<file path="src/rtl/framebuffer_pkg.sv">
// Shared types and constants for the framebuffer write path.
package framebuffer_pkg;

   typedef enum logic [1:0] {
      s_IDLE   = 2'd0,
      s_GRANT0 = 2'd1,
      s_GRANT1 = 2'd2
   } arb_state_e;

   localparam logic REQ0_IDX = 1'b0;
   localparam logic REQ1_IDX = 1'b1;

   localparam int FB_DEPTH_DEFAULT = 640 * 480;

   // The requester that should be favoured after the given one finishes a burst.
   function automatic logic other_req(input logic idx);
      return ~idx;
   endfunction

endpackage

</file>
<file path="src/rtl/fb_rr_pick.sv">
// Round-robin pick between two requesters; the pointer only breaks ties.
module fb_rr_pick
   import framebuffer_pkg::*;
(
   input  logic       ptr_i,
   input  logic       valid0_i,
   input  logic       valid1_i,
   output logic [1:0] winner_o
);

   always_comb begin
      winner_o = 2'b00;
      if (valid0_i && valid1_i) begin
         winner_o = (ptr_i == REQ0_IDX) ? 2'b01 : 2'b10;
      end else begin
         winner_o = {valid1_i, valid0_i};
      end
   end

endmodule

</file>
<file path="src/rtl/fb_write_arbiter.sv">
// Two-requester burst arbiter in front of a framebuffer write port.
// Optional out-of-range address filtering is enabled by FB_ARB_BOUNDS_CHECK_EN.
module fb_write_arbiter
   import framebuffer_pkg::*;
#(
   parameter int BITS_PER_PIXEL    = 4,
   parameter int FRAMEBUFFER_DEPTH = FB_DEPTH_DEFAULT,
   parameter int MAX_BURST         = 16
)(
   input  logic                      i_Clock,
   input  logic                      i_Reset,
   input  logic                      i_Req0_Valid,
   input  logic [31:0]               i_Req0_Addr,
   input  logic [BITS_PER_PIXEL-1:0] i_Req0_Data,
   input  logic                      i_Req0_Last,
   input  logic                      i_Req1_Valid,
   input  logic [31:0]               i_Req1_Addr,
   input  logic [BITS_PER_PIXEL-1:0] i_Req1_Data,
   input  logic                      i_Req1_Last,
   output logic                      o_Req0_Ready,
   output logic                      o_Req1_Ready,
   output logic                      o_Write_Enable,
   output logic [31:0]               o_Write_Addr,
   output logic [BITS_PER_PIXEL-1:0] o_Write_Data,
   output logic [1:0]                o_Grant,
   output logic                      o_Addr_Error
);

   localparam int CNT_W = (MAX_BURST > 1) ? $clog2(MAX_BURST) : 1;
   localparam logic [CNT_W-1:0] CNT_LAST = CNT_W'(MAX_BURST - 1);

   arb_state_e                state_q, state_d;
   logic                      ptr_q, ptr_d;
   logic [CNT_W-1:0]          count_q, count_d;
   logic                      wrEn_q, wrEn_d;
   logic [31:0]               wrAddr_q, wrAddr_d;
   logic [BITS_PER_PIXEL-1:0] wrData_q, wrData_d;
   logic                      addrErr_q, addrErr_d;

   logic [1:0]                winner;
   logic                      ownValid;
   logic                      ownLast;
   logic                      otherValid;
   logic [31:0]               ownAddr;
   logic [BITS_PER_PIXEL-1:0] ownData;
   logic                      accept;
   logic                      burstEnd;
   logic                      inRange;

   fb_rr_pick u_pick (
      .ptr_i    (ptr_q),
      .valid0_i (i_Req0_Valid),
      .valid1_i (i_Req1_Valid),
      .winner_o (winner)
   );

   assign o_Req0_Ready = (state_q == s_GRANT0);
   assign o_Req1_Ready = (state_q == s_GRANT1);
   assign o_Grant      = {o_Req1_Ready, o_Req0_Ready};

   assign ownValid   = (state_q == s_GRANT1) ? i_Req1_Valid : i_Req0_Valid;
   assign ownLast    = (state_q == s_GRANT1) ? i_Req1_Last  : i_Req0_Last;
   assign ownAddr    = (state_q == s_GRANT1) ? i_Req1_Addr  : i_Req0_Addr;
   assign ownData    = (state_q == s_GRANT1) ? i_Req1_Data  : i_Req0_Data;
   assign otherValid = (state_q == s_GRANT1) ? i_Req0_Valid : i_Req1_Valid;

   assign accept   = (o_Req0_Ready || o_Req1_Ready) && ownValid;
   // A Last on the final allowed beat is still one burst end, not two.
   assign burstEnd = accept && (ownLast || (count_q == CNT_LAST));

`ifdef FB_ARB_BOUNDS_CHECK_EN
   assign inRange = (ownAddr < 32'(FRAMEBUFFER_DEPTH));
`else
   assign inRange = 1'b1;
`endif

   always_comb begin
      state_d = state_q;
      ptr_d   = ptr_q;
      count_d = count_q;
      case (state_q)
         s_IDLE: begin
            count_d = '0;
            if (winner[0]) begin
               state_d = s_GRANT0;
            end else if (winner[1]) begin
               state_d = s_GRANT1;
            end
         end
         s_GRANT0, s_GRANT1: begin
            if (burstEnd) begin
               count_d = '0;
               ptr_d   = (state_q == s_GRANT0) ? other_req(REQ0_IDX) : other_req(REQ1_IDX);
               if (otherValid) begin
                  state_d = (state_q == s_GRANT0) ? s_GRANT1 : s_GRANT0;
               end else begin
                  state_d = s_IDLE;
               end
            end else if (accept) begin
               count_d = count_q + 1'b1;
            end
         end
         default: begin
            state_d = s_IDLE;
            count_d = '0;
         end
      endcase
   end

   always_comb begin
      wrEn_d    = accept && inRange;
      addrErr_d = accept && !inRange;
      wrAddr_d  = wrAddr_q;
      wrData_d  = wrData_q;
      if (accept) begin
         wrAddr_d = ownAddr;
         wrData_d = ownData;
      end
   end

   always_ff @(posedge i_Clock) begin
      if (i_Reset) begin
         state_q   <= s_IDLE;
         ptr_q     <= REQ0_IDX;
         count_q   <= '0;
         wrEn_q    <= 1'b0;
         wrAddr_q  <= '0;
         wrData_q  <= '0;
         addrErr_q <= 1'b0;
      end else begin
         state_q   <= state_d;
         ptr_q     <= ptr_d;
         count_q   <= count_d;
         wrEn_q    <= wrEn_d;
         wrAddr_q  <= wrAddr_d;
         wrData_q  <= wrData_d;
         addrErr_q <= addrErr_d;
      end
   end

   assign o_Write_Enable = wrEn_q;
   assign o_Write_Addr   = wrAddr_q;
   assign o_Write_Data   = wrData_q;

`ifdef FB_ARB_BOUNDS_CHECK_EN
   assign o_Addr_Error = addrErr_q;
`else
   assign o_Addr_Error = 1'b0;
`endif

endmodule

</file>
<file path="config.mk">
export PLATFORM = sky130hd
export DESIGN_NAME = fb_write_arbiter
export DESIGN_NICKNAME = d
export VERILOG_FILES = /design/src/rtl/framebuffer_pkg.sv /design/src/rtl/fb_rr_pick.sv /design/src/rtl/fb_write_arbiter.sv
export SDC_FILE = /design/constraint.sdc
export NUM_CORES = 1
export LEC_CHECK = 0
export CELL_PAD_IN_SITES_DETAIL_PLACEMENT = 1
export CELL_PAD_IN_SITES_GLOBAL_PLACEMENT = 1
export CORE_MARGIN = 3
export CORE_UTILIZATION = 32
export CTS_BUF_LIST = sky130_fd_sc_hd__clkbuf_8
export CTS_CLUSTER_DIAMETER = 60
export DETAILED_ROUTE_END_ITERATION = 10
export GPL_ROUTABILITY_DRIVEN = 0
export PLACE_DENSITY_LB_ADDON = 0.1
export SLEW_MARGIN = 20
export SYNTH_ARGS = -nofsm -noshare
export SYNTH_HDL_FRONTEND = slang
export SYNTH_SLANG_ARGS = --single-unit
</file>
<file path="constraint.sdc">
create_clock -name i_Clock -period 2.5 [get_ports i_Clock]
set_input_delay 0.75 -clock i_Clock [delete_from_list [all_inputs] [get_ports i_Clock]]
set_output_delay 0.75 -clock i_Clock [all_outputs]
set_load 0.01 [all_outputs]
</file>
# ---- Word level (Yosys, flattened, before mapping)
# Cells that the tools add are included.
dict set report classes {
  reduce_logical 10
  n_mux 14
  bitwise_logic 1
  n_addsub 1
  n_eq_ne 5
}
# op n
set op_table {}
lappend op_table {{32-bit 2-to-1 mux} 1}
lappend op_table {{2-bit 2-to-1 mux} 7}
lappend op_table {{4-bit by 1-bit adder with 4-bit output (second input constant)} 1}
lappend op_table {{4-bit == test (second input constant)} 1}
lappend op_table {{1-bit 2-to-1 mux} 4}
lappend op_table {{4-bit 2-to-1 mux} 1}
lappend op_table {{2-bit one-hot mux with 2 select lines} 1}
lappend op_table {{2-bit AND reduction} 2}
lappend op_table {{1-bit logical AND} 3}
lappend op_table {{3-bit by 1-bit inequality test with 1-bit output (second input constant)} 1}
lappend op_table {{3-bit OR reduction} 1}
lappend op_table {{2-bit by 1-bit == test with 1-bit output (second input constant)} 1}
lappend op_table {{2-bit == test (second input constant)} 1}
lappend op_table {{2-bit zero test} 1}
lappend op_table {{1-bit logical OR} 2}
lappend op_table {{2-bit inequality test (second input constant)} 1}
lappend op_table {{2-bit OR reduction} 1}
lappend op_table {{1-bit inverter} 1}
dict set report totals {
  register_bits 44
  output_inout_bits 42
  word_cells 37
  inputBits 78
}

# ---- Logic depth before layout (Yosys ltp)
# Gate-level depths: netlist of the first run.
dict set report depth {
  ltp_word 6
  mapped_depth 8
  ltp_nobuf 6
}

# ---- By module
# A second synthesis of the first run with hierarchy kept.
dict set report unflattened {
  cells_unflattened 217
  hier_area_um2 2130.8
}
# module seq_area_each_um2 n_inst cells_per_inst area_per_inst_um2
set modules_own_cells {}
lappend modules_own_cells {fb_write_arbiter 880.8 1 214 2112.0}
lappend modules_own_cells {fb_rr_pick 0.0 1 3 18.8}

# ---- Worst setup path after synthesis of the first run
# Ideal clock, no wire load.
dict set report synth_path {
  path_type {reg2reg}
  startpoint {reg state_q[0]}
  endpoint {reg state_q[1]}
  arrival_time_ns 1.612
  stages_incl_launch_ff 8
  setup_slack_ns 0.758
  required_time_ns 2.370
  period_less_slack_ns 1.742
  path_buffers 1
  setup_ns 0.130
  cell_sequence {dfxtp_1 -> inv_1 -> ha_1 -> buf_4 -> mux2_2 -> a32o_1 -> nand4b_1 -> o31ai_1}
}
dict set report synth_between {
  elab_chain_cells 6
  word_cells_on_any_way 18
  classes_between {eq/ne (4); mux (7); reduce/logical (7)}
}
# element line
set synth_lines {}
lappend synth_lines {{start, declared} fb_write_arbiter.sv:32} ;# arb_state_e state_q, state_d;
lappend synth_lines {{start signal, assigned} fb_write_arbiter.sv:123} ;# state_q <= s_IDLE;
lappend synth_lines {{start signal, assigned} fb_write_arbiter.sv:131} ;# state_q <= state_d;
lappend synth_lines {{2-bit == test (*)} fb_write_arbiter.sv:58} ;# assign o_Req1_Ready = (state_q == s_GRANT1);
lappend synth_lines {{via o_Req1_Ready} fb_write_arbiter.sv:21} ;# output logic o_Req1_Ready,
lappend synth_lines {{1-bit 2-to-1 mux (tied with other cells)} fb_write_arbiter.sv:61} ;# assign ownValid = (state_q == s_GRANT1) ? i_Req1_Valid : i_Req0_Valid;
lappend synth_lines {{1-bit logical AND / 1-bit logical OR (equally long branches)} {fb_write_arbiter.sv:67, fb_write_arbiter.sv:69}}
lappend synth_lines {{1-bit logical AND} fb_write_arbiter.sv:69} ;# assign burstEnd = accept && (ownLast || (count_q == CNT_LAST));
lappend synth_lines {{2-bit inequality test (no source line)} -}
lappend synth_lines {{2-bit AND reduction (no source line)} -}
# The timed path passes the listed nets; every way through them passes the cells marked *. The select of a mux whose other input is x is not followed.
# A chain may end at the register's enable or synchronous reset.

# ---- Worst setup path after layout of the first run
dict set report layout_path {
  startpoint {reg state_q[1]}
  endpoint {out o_Grant[0]}
}
dict set report layout_between {
  elab_chain_cells 1
}
# element line
set layout_lines {}
lappend layout_lines {{2-bit by 1-bit == test with 1-bit output} fb_write_arbiter.sv:57} ;# assign o_Req0_Ready = (state_q == s_GRANT0);
lappend layout_lines {{end, declared} fb_write_arbiter.sv:25} ;# output logic [1:0] o_Grant,
# Every way passes these cells.

==> flow_metrics.tcl, run 1 <==
set metrics [dict create \
    outcome "completed" \
    die_h_um 90.8 \
    vias 2020 \
    remaining_drc_errors 0 \
    critical-path-top-delay-family "buffers and inverters" \
    setup_violations 0 \
    grt_pass1_wl_um 10700 \
    synthFlopType "dfxtp_1" \
    slew_viol_final 0 \
    die_area_mm2 0.00824 \
    layout_commonest_cell "clkdlybuf4s50_1" \
    gr-usage-met3_pct 4.75 \
    worstPathRequired_ps 1750 \
    fp.dieW_um 90.8 \
    endpoint_kind "primary output" \
    crit_buf_inv 2 \
    io_pins 120 \
    use_met1_pct 18.3 \
    syn-cell-area_mm2 0.00230 \
    start_util_pct 33.5 \
    setup-tns-final_ps 0 \
    wl_per_cell_um 15.1 \
    port_buffers 118 \
    dr.first_iter.drc_count 41 \
    coreArea_mm2 0.00687 \
    min_period_ps 2320 \
    grt.busiest_layer "met2" \
    ys_types 30 \
    yosysWarnings 0 \
    cp_slowest_cell "clkdlybuf4s50_1" \
    avgSynthCellArea_um2 10.5 \
    diodes 0 \
    powerDensity_mw_per_mm2 1080 \
    total_power_uw 3940 \
    start_kind "register" \
    fillers 783 \
    cts_buffers 5 \
    synth_top_family_by_area "compound AO/OA/AOI/OAI gates" \
    peakVddDrop_uv 427 \
    post_cts_buffers 0 \
    rsz0062_at_grt "false" \
    cts.path.max_buffers 2 \
    synthSimpleGateAreaFrac_pct 11.3 \
    ant_nets 0 \
    slowest_delay_ps 570 \
    syn_nets 303 \
    hold_ws_ps 501 \
    seq_area_frac_synth_pct 38.3 \
    tightest_slew_ps 503 \
    hpwl_um 5180 \
    clk_latency_ps 290 \
    post-route-period-util_pct 92.9 \
    cts_tree "yes" \
    path_clk_slew_ps 80 \
    first_global_vias 2145 \
    finalHoldViolations 0 \
    grt_max_degree 27 \
    hp-class "register to register" \
    htreeDepth 2 \
    skew_ps 3.47 \
    synthArstFlopShare_pct 0 \
    grt_overflow 0 \
    synth-seq-cells 44 \
    synthXorXnorAreaFrac_pct 1.14 \
    synth_compound_gate_area_share_pct 20.8 \
    cts-hold-fix-buffers 0 \
    criticalPathCategory "register to primary output" \
    drive_above_1_share_pct 15.7 \
    drt-total-wl_um 6480 \
    clock.fmax_ghz 0.431 \
    root_buffer "clkbuf_8" \
    layout_common_cells "clkdlybuf4s50_1 (117), dfxtp_1 (44), nor2_1 (43), mux2i_1 (38), a211oi_2 (30)" \
    drt_pass1_iterations 4 \
    clock_sinks 44 \
    drv_cap 0 \
    synthAdderAreaFrac_pct 3.26 \
    via_per_inst 4.72 \
    nets 415 \
    antenna_found_initial 0 \
    slew_headroom_pct 66.4 \
    crit_path_max_fanout 5 \
    synthMuxAreaShare_pct 18.2 \
    cp_cell_sequence "inv_1, ha_1, clkdlybuf4s50_1" \
    syn_to_final_growth_pct 59.2 \
    synth_cells 219 \
    std_cell_rows 30 \
    grt.total_usage_pct 15.9 \
    ctsResizeCount 0 \
    use_met2_pct 29.2 \
    arrival_ps 1570 \
    synth_edf_count 0 \
    p_leak_uw 0.00126 \
]
stage by stage:
stage	area [um^2]	worst slack [ps]	util [%]	std cells
floorplan	2300	758	-	219
global placement	3550	245	51.7	420
detailed placement	3550	143	51.7	420
CTS	3660	142	53.3	428
global route	3660	74.1	53.3	428
finish	3660	179	53.3	428
registers in the layout, indices dropped and copies added (netlist names):
register / flops
o_Write_Enable: 1
state_q: 2
o_Write_Data: 4
o_Write_Addr: 32
count_q: 4
ptr_q: 1
tightest hold or removal path, stage by stage (launching register included):
cell,delay (ps)
dfxtp_1,320
nor2_1,90
a211oi_1,50
power by group:
part / leakage, uW / switching [uW] / internal [uW]
sequential: 0.000360 / 145 / 979
clock: 0.0000541 / 248 / 296
combinational: 0.000842 / 1080 / 1200
total: 0.00126 / 1470 / 2470
area by class of cell:
| cell class | instances | area, um^2 | area share, % |
|---|---|---|---|
| multi-input combinational | 151 | 1260 | 34.5 |
| sequential | 44 | 881 | 24.1 |
| clock buffer | 5 | 68.8 | 1.88 |
| timing repair buffer | 126 | 1270 | 34.8 |
| inverter | 3 | 11.3 | 0.307 |
| clock inverter | 3 | 42.5 | 1.16 |
| tap | 96 | 120 | 3.28 |
final timing paths:
kind / start / to / slack [ps] / cells past startpoint
max: state_q[1] / o_Grant[0] / 180 / 3
min: o_Write_Addr[4] / o_Write_Addr[4] / 500 / 2
max reg2reg: state_q[0] / state_q[1] / 470 / 7
min reg2reg: o_Write_Addr[4] / o_Write_Addr[4] / 500 / 2
per-layer routing:
layer  vias to the layer above  routed length [um]
met5                         -                   0
met2                        61                3360
met4                         0                  41
li1                       1006                   -
met1                       949                2700
met3                         4                 378
cell usage after synthesis, types with 2 or more instances:
cell type / number / area (um^2)
a211oi_1: 7 / 52.6
buf_4: 4 / 30.0
buf_6: 6 / 67.6
clkbuf_1: 6 / 22.5
dfxtp_1: 44 / 881
nor2b_1: 3 / 18.8
nand3_1: 2 / 10.0
nor3b_1: 2 / 15.0
nor2_1: 43 / 161
a211oi_2: 30 / 375
ha_1: 6 / 75.1
buf_2: 5 / 25.0
o31ai_1: 2 / 15.0
xor2_1: 2 / 17.5
and3_1: 2 / 12.5
nand4b_1: 2 / 17.5
inv_1: 3 / 11.3
mux2i_1: 38 / 380
logic make-up after synthesis:
logic type	count (synthesis)
AO/OA/AOI/OAI	43
XOR/XNOR	3
adder cells (fa/ha/maj)	6
buffers and inverters	24
flip-flops	44
multiplexers	41
other	1
AND/OR/NAND/NOR	57
Note: power is estimated with default switching activity, not from simulation.
==> run 2, diff against run 1 <==
- MAX_ROUTING_LAYER: unset -> met4
==> flow_metrics.tcl, run 2 (synthesis results as in run 1) <==
set metrics [dict create \
    reg2reg_depth 7 \
    worstPathRequired_ps 1750 \
    die_h_um 90.8 \
    setup-tns-final_ps 0 \
    total_power_uw 3940 \
    grt_overflow 0 \
    worstReg2RegEnd "state_q[1]" \
    skew_ps 2.99 \
    r2r_setup_slack_ps 470 \
    crit_buf_inv 2 \
    root_buffer "clkbuf_8" \
    hp-class "register to register" \
    post-route-period-util_pct 92.9 \
    nets 415 \
    worstSetupStartpoint "state_q[1]" \
    hold_end "o_Write_Addr[4]" \
    path_clk_slew_ps 80 \
    vias 2020 \
    port_buffers 118 \
    io_pins 120 \
    post_cts_buffers 0 \
    clock_sinks 44 \
    cts_buffers 5 \
    outcome "completed" \
    final_util_pct 53.3 \
    tightest_slew_ps 505 \
    die_area_mm2 0.00824 \
    finalHoldViolations 0 \
    drv_cap 0 \
    clock.fmax_ghz 0.431 \
    grt_pass1_wl_um 10700 \
    fp.dieW_um 90.8 \
    antenna_found_initial 0 \
    slew_viol_final 0 \
    diodes 0 \
    drt_pass1_iterations 4 \
    layout_commonest_cell "clkdlybuf4s50_1" \
    p_leak_uw 0.00126 \
    crit_path_max_fanout 5 \
    grt.total_usage_pct 16.3 \
    drive_above_1_share_pct 15.7 \
    peakVddDrop_uv 429 \
    slowest_delay_ps 570 \
    drt-total-wl_um 6470 \
    hpwl_um 5180 \
    ant_nets 0 \
    coreArea_mm2 0.00687 \
    via_per_inst 4.72 \
    wl_per_cell_um 15.1 \
    arrival_ps 1570 \
    std_cell_rows 30 \
    cp_slowest_cell "clkdlybuf4s50_1" \
    layout_common_cells "clkdlybuf4s50_1 (117), dfxtp_1 (44), nor2_1 (43), mux2i_1 (38), a211oi_2 (30)" \
    r2r-start "state_q[0]" \
    ctsResizeCount 0 \
    worstHoldStart "o_Write_Addr[4]" \
    criticalPathCategory "register to primary output" \
    grt_max_degree 27 \
    cp_cell_sequence "inv_1, ha_1, clkdlybuf4s50_1" \
    start_util_pct 33.5 \
    htreeDepth 2 \
    largest_register_ffs 32 \
    setup_slack_ps 178 \
    syn_to_final_growth_pct 59.2 \
    critical-path-top-delay-family "buffers and inverters" \
    start_kind "register" \
    min_period_ps 2320 \
    slew_headroom_pct 66.3 \
    first_global_vias 2149 \
    setup_violations 0 \
    cts-hold-fix-buffers 0 \
    place_ws_ps 143 \
    cts_tree "yes" \
    remaining_drc_errors 0 \
    holdPathStages 2 \
    powerDensity_mw_per_mm2 1080 \
    rsz0062_at_grt "false" \
    cts.path.max_buffers 2 \
    endpoint_kind "primary output" \
    dr.first_iter.drc_count 44 \
    clk_latency_ps 290 \
]
-- run 2: cell counts in the layout (fill, tap and decap cells not counted) --
Identical to the previous run, type by type.
-- run 2: metal layers --
layer	vias up	GRT usage, %	routed length, um
met5	-	-	0
li1	1007	-	-
met3	4	4.67	368
met1	948	18.4	2720
met2	61	29.2	3340
met4	0	2.64	42
-- run 2: report_power, final --
group          internal (uW)  leakage (uW)  switching (uW)
combinational           1200      0.000842            1080
sequential               979      0.000360             145
clock                    296     0.0000541             249
total                   2470       0.00126            1470
-- run 2: worst max-delay path by stage --
stage	to	slack (ps)	cells past startpoint
final	o_Grant[0]	180	3
after global routing	o_Req0_Ready	70	3
after CTS	o_Grant[0]	140	3
after detailed placement	o_Write_Addr[5]	140	6
after global placement	o_Write_Addr[13]	240	6
after floorplan	state_q[1]	760	7
-- run 2: worst min-delay path, cell delays in order (launching register included) --
cell,delay (ps)
dfxtp_1,320
nor2_1,90
a211oi_1,50
-- run 2: cell type report --
type,instances,area [um^2]
Fill cell,783,3210
Multi-Input combinational cell,151,1260
Clock inverter,3,42.5
Clock buffer,5,68.8
Timing Repair Buffer,126,1270
Sequential cell,44,881
Tap cell,96,120
Inverter,3,11.3
-- run 2: per-stage QoR --
stage,hold WS [ps],cells,instance area (um^2)
finish,501,428,3660
CTS,508,428,3660
detailed placement,496,420,3550
global placement,485,420,3550
global route,532,428,3660
floorplan,465,219,2300
==> run 3, diff against run 2 <==
- GPL_ROUTABILITY_DRIVEN: 0 -> unset
==> results of run 3 <==
Final layout, timing and power as in run 2 (identical DEF).
